--- config.mk ---
export PLATFORM = sky130hd
export DESIGN_NAME = zmod_adc_capture_v1_0
export DESIGN_NICKNAME = d
export VERILOG_FILES = /design/src/rtl/zmod_pkg.sv /design/src/rtl/capture_ram_v1_0.sv /design/src/rtl/zmod_adc_capture_v1_0.sv
export SDC_FILE = /design/constraint.sdc
export NUM_CORES = 2
export LEC_CHECK = 0
export BUFFER_PORTS_ARGS = -buffer_cell sky130_fd_sc_hd__buf_2
export CAP_MARGIN = 15
export CORE_ASPECT_RATIO = 0.9
export CORE_MARGIN = 2
export CORE_UTILIZATION = 52
export CTS_CLUSTER_DIAMETER = 30
export DETAILED_ROUTE_END_ITERATION = 8
export GPL_ROUTABILITY_DRIVEN = 0
export MAX_ROUTING_LAYER = met4
export PLACE_DENSITY = 0.7
export SLEW_MARGIN = 20
export SYNTH_ARGS = -nofsm -noshare
export SYNTH_HDL_FRONTEND = slang
export SYNTH_SLANG_ARGS = --single-unit
export TNS_END_PERCENT = 10
--- constraint.sdc ---
create_clock -name clk -period 5.11 [get_ports clk]
set_clock_uncertainty 0.2 [all_clocks]
set_input_delay 1.022 -clock clk [delete_from_list [all_inputs] [get_ports clk]]
set_output_delay 1.022 -clock clk [all_outputs]
set_load 0.005 [all_outputs]
--- src/rtl/zmod_pkg.sv ---
// Shared definitions for the ZMOD ADC capture path: FSM state encoding
// and the default sample width.
package zmod_pkg;

  localparam int DATA_W_DEF = 14;

  typedef enum logic [1:0] {
    IDLE    = 2'd0,
    ARMED   = 2'd1,
    CAPTURE = 2'd2,
    DONE    = 2'd3
  } state_t;

endpackage

--- src/rtl/capture_ram_v1_0.sv ---
// Simple dual-port capture memory: one synchronous write port and one
// registered read port with a single cycle of latency. Contents are never
// cleared so the structure maps onto block or distributed RAM.
module capture_ram_v1_0
  import zmod_pkg::*;
#(
  parameter int DEPTH  = 128,
  parameter int ADDR_W = 7,
  parameter int DATA_W = DATA_W_DEF
) (
  input  logic              clk,
  input  logic              we,
  input  logic [ADDR_W-1:0] waddr,
  input  logic [DATA_W-1:0] wdata,
  input  logic [ADDR_W-1:0] raddr,
  output logic [DATA_W-1:0] rdata
);

  logic [DATA_W-1:0] mem [DEPTH];

  // Write port: store one sample per enabled clock.
  always_ff @(posedge clk) begin
    if (we) begin
      mem[waddr] <= wdata;
    end
  end

  // Read port: address sampled every clock, data available one cycle later.
  always_ff @(posedge clk) begin
    rdata <= mem[raddr];
  end

endmodule

--- src/rtl/zmod_adc_capture_v1_0.sv ---
// Triggered capture buffer for the ZMOD ADC path. A free-running decimator
// produces sample strobes; once armed, a rising level crossing (or a forced
// trigger) starts recording DEPTH decimated samples, which are then streamed
// out through a valid/ready port at most one word every two cycles.
module zmod_adc_capture_v1_0
  import zmod_pkg::*;
#(
  parameter int DEPTH  = 128,
  parameter int ADDR_W = 7,
  parameter int DATA_W = DATA_W_DEF
) (
  input  logic                     clk,
  input  logic                     rst,
  input  logic signed [DATA_W-1:0] is14_data,
  input  logic        [31:0]       i32_prescaler,
  input  logic signed [DATA_W-1:0] is14_trigger_level,
  input  logic                     i_arm,
  input  logic                     i_force_trigger,
  output logic                     o_armed,
  output logic                     o_done,
  output logic signed [DATA_W-1:0] os14_data,
  output logic        [ADDR_W-1:0] o7_addr,
  output logic                     o_valid,
  input  logic                     i_ready,
  output logic                     o_last
);

  localparam logic [ADDR_W-1:0] LAST_ADDR = ADDR_W'(DEPTH - 1);

  state_t                     state;
  state_t                     next_state;
  logic        [31:0]         presc_cnt;
  logic        [31:0]         presc_top;
  logic                       strobe;
  logic signed [DATA_W-1:0]   prev_data;
  logic                       prev_valid;
  logic                       level_hit;
  logic                       mem_we;
  logic        [ADDR_W-1:0]   mem_wa;
  logic        [ADDR_W-1:0]   waddr;
  logic        [ADDR_W-1:0]   raddr;
  logic        [DATA_W-1:0]   ram_q;
  logic                       ld_pend;
  logic                       ld_wait;
  logic                       accept;

  // Terminal count of the decimator; prescaler values 0 and 1 both strobe every clock.
  always_comb begin
    if (i32_prescaler > 32'd1) begin
      presc_top = i32_prescaler - 32'd1;
    end else begin
      presc_top = 32'd0;
    end
  end

  assign strobe = (presc_cnt == 32'd0);
  assign accept = o_valid && i_ready;

  // Decimation counter, free-running in every state; >= tolerates a live prescaler decrease.
  always_ff @(posedge clk) begin
    if (rst) begin
      presc_cnt <= 32'd0;
    end else if (presc_cnt >= presc_top) begin
      presc_cnt <= 32'd0;
    end else begin
      presc_cnt <= presc_cnt + 32'd1;
    end
  end

  // Signed rising-edge level crossing between the previous and current strobed sample.
  always_comb begin
    if (prev_valid && ($signed(prev_data) < $signed(is14_trigger_level))
        && ($signed(is14_data) >= $signed(is14_trigger_level))) begin
      level_hit = 1'b1;
    end else begin
      level_hit = 1'b0;
    end
  end

  // Next-state logic and RAM write control.
  always_comb begin
    next_state = state;
    mem_we     = 1'b0;
    mem_wa     = waddr;
    case (state)
      IDLE: begin
        if (i_arm) begin
          next_state = ARMED;
        end else begin
          next_state = IDLE;
        end
      end
      ARMED: begin
        if (strobe && (level_hit || i_force_trigger)) begin
          mem_we     = 1'b1;
          mem_wa     = {ADDR_W{1'b0}};
          next_state = CAPTURE;
        end else begin
          next_state = ARMED;
        end
      end
      CAPTURE: begin
        if (strobe) begin
          mem_we = 1'b1;
          if (waddr == LAST_ADDR) begin
            next_state = DONE;
          end else begin
            next_state = CAPTURE;
          end
        end else begin
          next_state = CAPTURE;
        end
      end
      DONE: begin
        if (i_arm) begin
          next_state = ARMED;
        end else if (accept && o_last) begin
          next_state = IDLE;
        end else begin
          next_state = DONE;
        end
      end
      default: begin
        next_state = IDLE;
      end
    endcase
  end

  // State register plus registered status flags derived from the next state.
  always_ff @(posedge clk) begin
    if (rst) begin
      state   <= IDLE;
      o_armed <= 1'b0;
      o_done  <= 1'b0;
    end else begin
      state   <= next_state;
      o_armed <= (next_state == ARMED);
      o_done  <= (next_state == DONE);
    end
  end

  // Previous-sample register; invalidated on every entry into ARMED so the first strobe cannot level-trigger.
  always_ff @(posedge clk) begin
    if (rst) begin
      prev_data  <= '0;
      prev_valid <= 1'b0;
    end else begin
      if (strobe) begin
        prev_data <= is14_data;
      end
      if ((state != ARMED) && (next_state == ARMED)) begin
        prev_valid <= 1'b0;
      end else if (strobe) begin
        prev_valid <= 1'b1;
      end
    end
  end

  // Write pointer: follows each RAM write, so the trigger write leaves it at 1.
  always_ff @(posedge clk) begin
    if (rst) begin
      waddr <= {ADDR_W{1'b0}};
    end else if (mem_we) begin
      waddr <= mem_wa + ADDR_W'(1);
    end
  end

  capture_ram_v1_0 #(
    .DEPTH  (DEPTH),
    .ADDR_W (ADDR_W),
    .DATA_W (DATA_W)
  ) u_ram (
    .clk   (clk),
    .we    (mem_we),
    .waddr (mem_wa),
    .wdata (is14_data),
    .raddr (raddr),
    .rdata (ram_q)
  );

  // Readout: raddr runs one word ahead so the RAM output is ready one cycle after each acceptance.
  always_ff @(posedge clk) begin
    if (rst) begin
      raddr     <= {ADDR_W{1'b0}};
      ld_pend   <= 1'b0;
      ld_wait   <= 1'b0;
      o_valid   <= 1'b0;
      o_last    <= 1'b0;
      os14_data <= '0;
      o7_addr   <= {ADDR_W{1'b0}};
    end else if (next_state != DONE) begin
      raddr   <= {ADDR_W{1'b0}};
      ld_pend <= 1'b0;
      ld_wait <= 1'b0;
      o_valid <= 1'b0;
      o_last  <= 1'b0;
    end else if (state != DONE) begin
      raddr   <= {ADDR_W{1'b0}};
      ld_pend <= 1'b1;
      ld_wait <= 1'b1;
    end else if (accept) begin
      o_valid <= 1'b0;
      o_last  <= 1'b0;
      ld_pend <= 1'b1;
      ld_wait <= 1'b0;
    end else if (ld_pend && ld_wait) begin
      ld_wait <= 1'b0;
    end else if (ld_pend) begin
      o_valid   <= 1'b1;
      os14_data <= ram_q;
      o7_addr   <= raddr;
      o_last    <= (raddr == LAST_ADDR);
      raddr     <= raddr + ADDR_W'(1);
      ld_pend   <= 1'b0;
    end
  end

endmodule

[Word-level counts from Yosys, hierarchy flattened]
Memories as Yosys holds them, arrays and structs flattened. A register that Yosys moved wholly into a read port is not among the register bits.
Cells that the tools add are included.
Word-level totals
  memory bits (writable): 1792
  output and inout bits: 25
  memories: 1
  register bits: 90
  bits of input ports: 65
Memories
  u_ram.mem: depth 128, width 14, rd ports 1, clocked after memory_dff 1, write ports 1, line capture_ram_v1_0.sv:19  | logic [DATA_W-1:0] mem [DEPTH];
Operators by class
  add/subtract/negate cells: 4
  muxes and demuxes: 28
  $lt $le $gt $ge: 4
  equality and inequality tests: 12
  bitwise logic cells: 4
  reductions and logical operators: 19
Operators with widths (count)
  adder 32 x 1 -> 32 bit, second input constant: 1
  greater-or-equal comparator 32 bit: 1
  greater-than comparator 32 x 1 -> 1 bit, second input constant: 1
  zero test 32 bit: 1
  2-to-1 mux 32 bit: 1
  subtractor 32 x 1 -> 32 bit, second input constant: 1
  2-to-1 mux 1 bit: 19
  adder 7 x 1 -> 7 bit, second input constant: 2
  equality test 7 bit, second input constant: 2
  greater-or-equal comparator 14 bit: 1
  < comparator 14 bit: 1
  2-to-1 mux 7 bit: 2
  2-to-1 mux 2 bit: 4
  one-hot mux 2 bit (4 select lines): 1
  logical AND 1 bit: 7
  equality test 2 bit, second input constant: 3
  != test 2 bit, second input constant: 3
  AND reduction 3 bit: 2
  OR reduction 2 bit: 3
  AND reduction 5 bit: 1
  equality test 2 x 1 -> 1 bit, second input constant: 2
  NOT 1 bit: 4
  != test 3 bit, second input constant: 1
  nonzero test 3 bit: 1
  6 further kinds: 6

[Logic depth before layout (Yosys ltp)]
  depth after elaboration: 11
  mapped depth: 18
  depth with buffers taken out: 17

[Hierarchy]
A second synthesis with hierarchy kept.
Unflattened totals
  cell total of the unflattened synthesis: 3429
  area, all modules: 74783.0 um^2
By module, submodules not included
  capture_ram_v1_0: seq. area each 54091.9 um^2, cells each 2723, instances 1, area an instance 68848.5 um^2
  zmod_adc_capture_v1_0: seq. area each 1801.7 um^2, cells each 706, instances 1, area an instance 5934.4 um^2

[Worst setup path before layout]
OpenSTA, ideal clock, no wires.
  path kind: input-to-reg
  from: input is14_trigger_level[3]
  to: memory u_ram.mem[99][0] in the netlist's numbering, enable pin
  arrival: 4451 ps
  setup slack: 37 ps
  cell stages on the path: 11
  setup time: 422 ps
  data required time: 4488 ps
  cells stage by stage: inv_1 -> ha_1 -> a211oi_1 -> o21ai_0 -> o31a_1 -> mux2_2 -> o21ai_1 -> buf_2 -> or3_1 -> clkbuf_1 -> nor4bb_1
Between the ends
  longest elaborated chain between the ends: 10
  elaborated cells between the ends (all ways): 13
  those cells by class: order compare: 2; mux: 7; reduce/logical: 4
Ends and longest elaborated chain
  start, declared: line zmod_adc_capture_v1_0.sv:16  | input logic signed [DATA_W-1:0] is14_trigger_level,
  < comparator 14 bit: line zmod_adc_capture_v1_0.sv:72  | if (prev_valid && ($signed(prev_data) < $signed(is14_trigger_level))
  logical AND 1 bit: line zmod_adc_capture_v1_0.sv:72
  logical AND 1 bit (*): line zmod_adc_capture_v1_0.sv:73  | && ($signed(is14_data) >= $signed(is14_trigger_level))) begin
  2-to-1 mux 1 bit (*): line zmod_adc_capture_v1_0.sv:72
  logical OR 1 bit (*): line zmod_adc_capture_v1_0.sv:94  | if (strobe && (level_hit || i_force_trigger)) begin
  logical AND 1 bit (*): line zmod_adc_capture_v1_0.sv:94
  2-to-1 mux 1 bit: line zmod_adc_capture_v1_0.sv:94
  one-hot mux 1 bit (2 select lines): line zmod_adc_capture_v1_0.sv:85  | case (state)
  2-to-1 mux 1 bit: line capture_ram_v1_0.sv:23  | if (we) begin
  2-to-1 mux 1 bit (not written as such): line capture_ram_v1_0.sv:24  | mem[waddr] <= wdata;
  end, declared: line capture_ram_v1_0.sv:19
Every way passes the cells marked *; elsewhere a longest branch is shown, timed or not.

[Worst setup path in the final report]
  from: register presc_cnt[0]
  to: memory u_ram.mem[90][2] in the netlist's numbering, enable pin
Between the ends
  longest elaborated chain between the ends: 6
  elaborated cells between the ends (all ways): 9
  those cells by class: mux: 7; reduce/logical: 2
Ends and longest elaborated chain
  start, declared: line zmod_adc_capture_v1_0.sv:32  | logic [31:0] presc_cnt;
  start signal, assigned: line zmod_adc_capture_v1_0.sv:66  | presc_cnt <= presc_cnt + 32'd1;
  zero test 32 bit (*): line zmod_adc_capture_v1_0.sv:56  | assign strobe = (presc_cnt == 32'd0);
  logical AND 1 bit: line zmod_adc_capture_v1_0.sv:94
  2-to-1 mux 1 bit: line zmod_adc_capture_v1_0.sv:94
  one-hot mux 1 bit (2 select lines): line zmod_adc_capture_v1_0.sv:85
  2-to-1 mux 1 bit: line capture_ram_v1_0.sv:23
  2-to-1 mux 1 bit (not written as such): line capture_ram_v1_0.sv:24
Marked as above.

==> flow_summary.json <==
{
  "via_per_inst": 6.34,
  "synthCells": 3472,
  "setup_violations": 0,
  "ctsHoldBuffers": 0,
  "clock_latency_ns": 0.90,
  "via_count": 38600,
  "drt-total-wl_um": 188000,
  "critPathMaxFanout": 10,
  "grt_pass1_wl_um": 273000,
  "ys_seq_area_share_pct": 74.8,
  "antenna_found_initial": 15,
  "postRouteAntennaNets": 0,
  "grt_overflow": 0,
  "hp-class": "flop to flop",
  "drv_slew": 0,
  "endpoint_kind": "flop",
  "fmaxAchievable_mhz": 250,
  "hold_ws_ns": 0.248,
  "ctsResizeCount": 0,
  "rsz0062_at_grt": "false",
  "slew_headroom_pct": 29.1,
  "fin_setup_tns_ns": 0,
  "leakage_nw": 29.1,
  "drt_pass1_iterations": 5,
  "ys_seq_elements": 1896,
  "r2r_setup_slack_ns": 1.11,
  "cts_buffers": 337,
  "clkTransAtPathRegs_ns": 0.05,
  "hpwl_um": 110000,
  "critPathArrivalTime_ns": 4.38,
  "nNetsFinal": 4094,
  "io_pins": 90,
  "area.growth.synth_to_final_pct": 21.1,
  "tightest_slew_ns": 1.06,
  "drive_gt1_share_pct": 35.8,
  "rows": 131,
  "grt_use_total_pct": 26.8,
  "netlist_area_um2": 74800,
  "port-buffer-count": 89,
  "synthArstFlopShare_pct": 0,
  "hold_violations": 0,
  "post_layout_nonfiller_instances": 6089,
  "wl_per_cell_um": 30.9,
  "chipHeight_um": 364,
  "whs_path_depth": 2,
  "p_per_area_nw_per_um2": 443,
  "place_inst": 5483,
  "status": "finished, final reports clean",
  "drtIter0Drc": 5559,
  "cts_max_path_buffers": 4,
  "core_area_um2": 142000,
  "cts_max_level": 5,
  "synth.yosys.warnings": 0,
  "syn_avg_cell_area_um2": 21.5,
  "cp-start-kind": "flop",
  "grt_pass1_vias": 38200,
  "fin_crit_sh_pct": 78.3,
  "initial_utilization_pct": 52.5,
  "die-area_um2": 147000,
  "post-route-drc-count": 0,
  "path_class": "flop to flop",
  "cts.sinks": 1896,
  "synth_cell_type_count": 59,
  "period_minus_slack_ns": 4.00,
  "r2r_cells": 13,
  "required_ns": 5.49,
  "synth_edf_count": 1792,
  "ir_worst_vdd_v": 0.000263,
  "drv_cap": 0,
  "synth-main-ff-cell": "edfxtp_1",
  "post_cts.repair.setup_buffers": 0,
  "syn-num-nets": 3606,
  "cts_tree": "done",
  "root_buffer": "clkbuf_16",
  "totalPowerFinal_mw": 40.1,
  "fp.dieW_um": 404,
  "grt_max_degree": 130
}
cell usage after synthesis, types with 7 or more instances:
cell type / count / area share, %
a21o_1: 13 / 0.13
a21oi_1: 48 / 0.32
and3_1: 7 / 0.059
buf_1: 17 / 0.085
buf_2: 36 / 0.24
buf_4: 10 / 0.10
clkbuf_1: 119 / 0.60
dfxtp_1: 104 / 2.8
edfxtp_1: 1792 / 72
ha_1: 69 / 1.2
inv_1: 29 / 0.15
mux2_2: 15 / 0.23
mux2i_1: 16 / 0.21
mux4_2: 588 / 18
nand2_1: 122 / 0.61
nand2b_1: 12 / 0.10
nand3_1: 30 / 0.20
nand4_1: 19 / 0.16
nor2_1: 215 / 1.1
nor2b_1: 7 / 0.059
nor3_1: 25 / 0.17
nor4_1: 10 / 0.084
o211ai_1: 8 / 0.080
o21ai_0: 8 / 0.054
o21ai_1: 10 / 0.067
or3_1: 9 / 0.075
xnor2_1: 24 / 0.28
xor2_1: 39 / 0.46
state kept, by name (all words and copies together), names as in the netlist:
| register | cells |
|---|---|
| u_ram.mem | 1792 |
| presc_cnt | 32 |
| os14_data | 14 |
| prev_data | 14 |
| u_ram.rdata | 14 |
| o7_addr | 7 |
| raddr | 7 |
| waddr | 7 |
| state | 2 |
| ld_pend | 1 |
| ld_wait | 1 |
| o_armed | 1 |
| o_done | 1 |
| o_last | 1 |
| o_valid | 1 |
| prev_valid | 1 |
placed cells by master, fill, tap and decap left out, types with 48 or more instances in the layout:
| cell type | n |
|---|---|
| clkbuf_16 | 340 |
| buf_2 | 75 |
| ha_1 | 69 |
| buf_4 | 227 |
| dfxtp_1 | 99 |
| mux4_2 | 588 |
| nand2_1 | 122 |
| a21oi_1 | 48 |
| edfxtp_1 | 1792 |
| bufinv_16 | 51 |
| nor2_1 | 214 |
cells by family after synthesis:
family / after synthesis / share of synthesized area, %
DFF: 1896 / 74.8
xor gates and xnor gates: 63 / 0.738
adders and majority gates: 69 / 1.15
buffers and inverters: 215 / 1.22
AOI/OAI and AO/OA: 119 / 1.01
muxes: 619 / 18.2
and+or+nand+nor: 491 / 2.96
area by class of cell:
type	count	area (µm²)
Tap cell	1862	2330
Sequential cell	1896	55900
Antenna cell	7	17.5
Timing Repair Buffer	334	2720
Clock buffer	358	8590
Inverter	30	113
Clock inverter	241	2870
Fill cell	9145	51700
Multi-Input combinational cell	1361	18000
through the flow:
| stage | setup WS (ns) | utilization [%] | cell area, µm² |
|---|---|---|---|
| 6_report | 1.11 | 63.6 | 90600 |
| 3_3_place_gp | 0.389 | 55.6 | 79100 |
| 5_1_grt | 0.850 | 63.6 | 90600 |
| 2_1_floorplan | 0.0369 | - | 74800 |
| 3_5_place_dp | 0.357 | 55.6 | 79100 |
| 4_1_cts | 1.10 | 63.6 | 90500 |
power by group:
group	internal [mW]	switching (mW)	total, mW	leakage (nW)
logic	0.133	0.431	0.564	6.67
registers	17.0	0.0156	17.0	16.9
clock network	14.8	7.65	22.5	5.49
total	32.0	8.10	40.1	29.1
per-layer routing:
layer	vias up	part of all wire [%]	wire length (µm)	track usage (%)
met1	20300	41	77800	40.1
met2	2427	45	84700	37.3
li1	15600	-	-	-
met4	0	2.3	4280	7.44
met3	325	11	21400	6.04
met5	-	0	0	-
worst max-delay path: stages (launching register included):
cell and delay, ns:
dfxtp_1 0.35, inv_1 0.10, ha_1 0.15, nor4b_1 0.26
nand4_1 0.16, nor2_2 0.51, and3_1 0.31, o21ai_1 0.14
buf_4 0.17, buf_4 0.16, or2_1 0.26, buf_4 0.19
nor2_1 0.39, buf_4 0.30
path summary, 6_finish.rpt:
check                 startpoint                to
hold reg to reg   u_ram.rdata[1]      os14_data[1]
hold / removal    u_ram.rdata[1]      os14_data[1]
setup / recovery    presc_cnt[0]  u_ram.mem[90][2]
setup reg to reg    presc_cnt[0]  u_ram.mem[90][2]
Power figures use the tool's default switching activity.
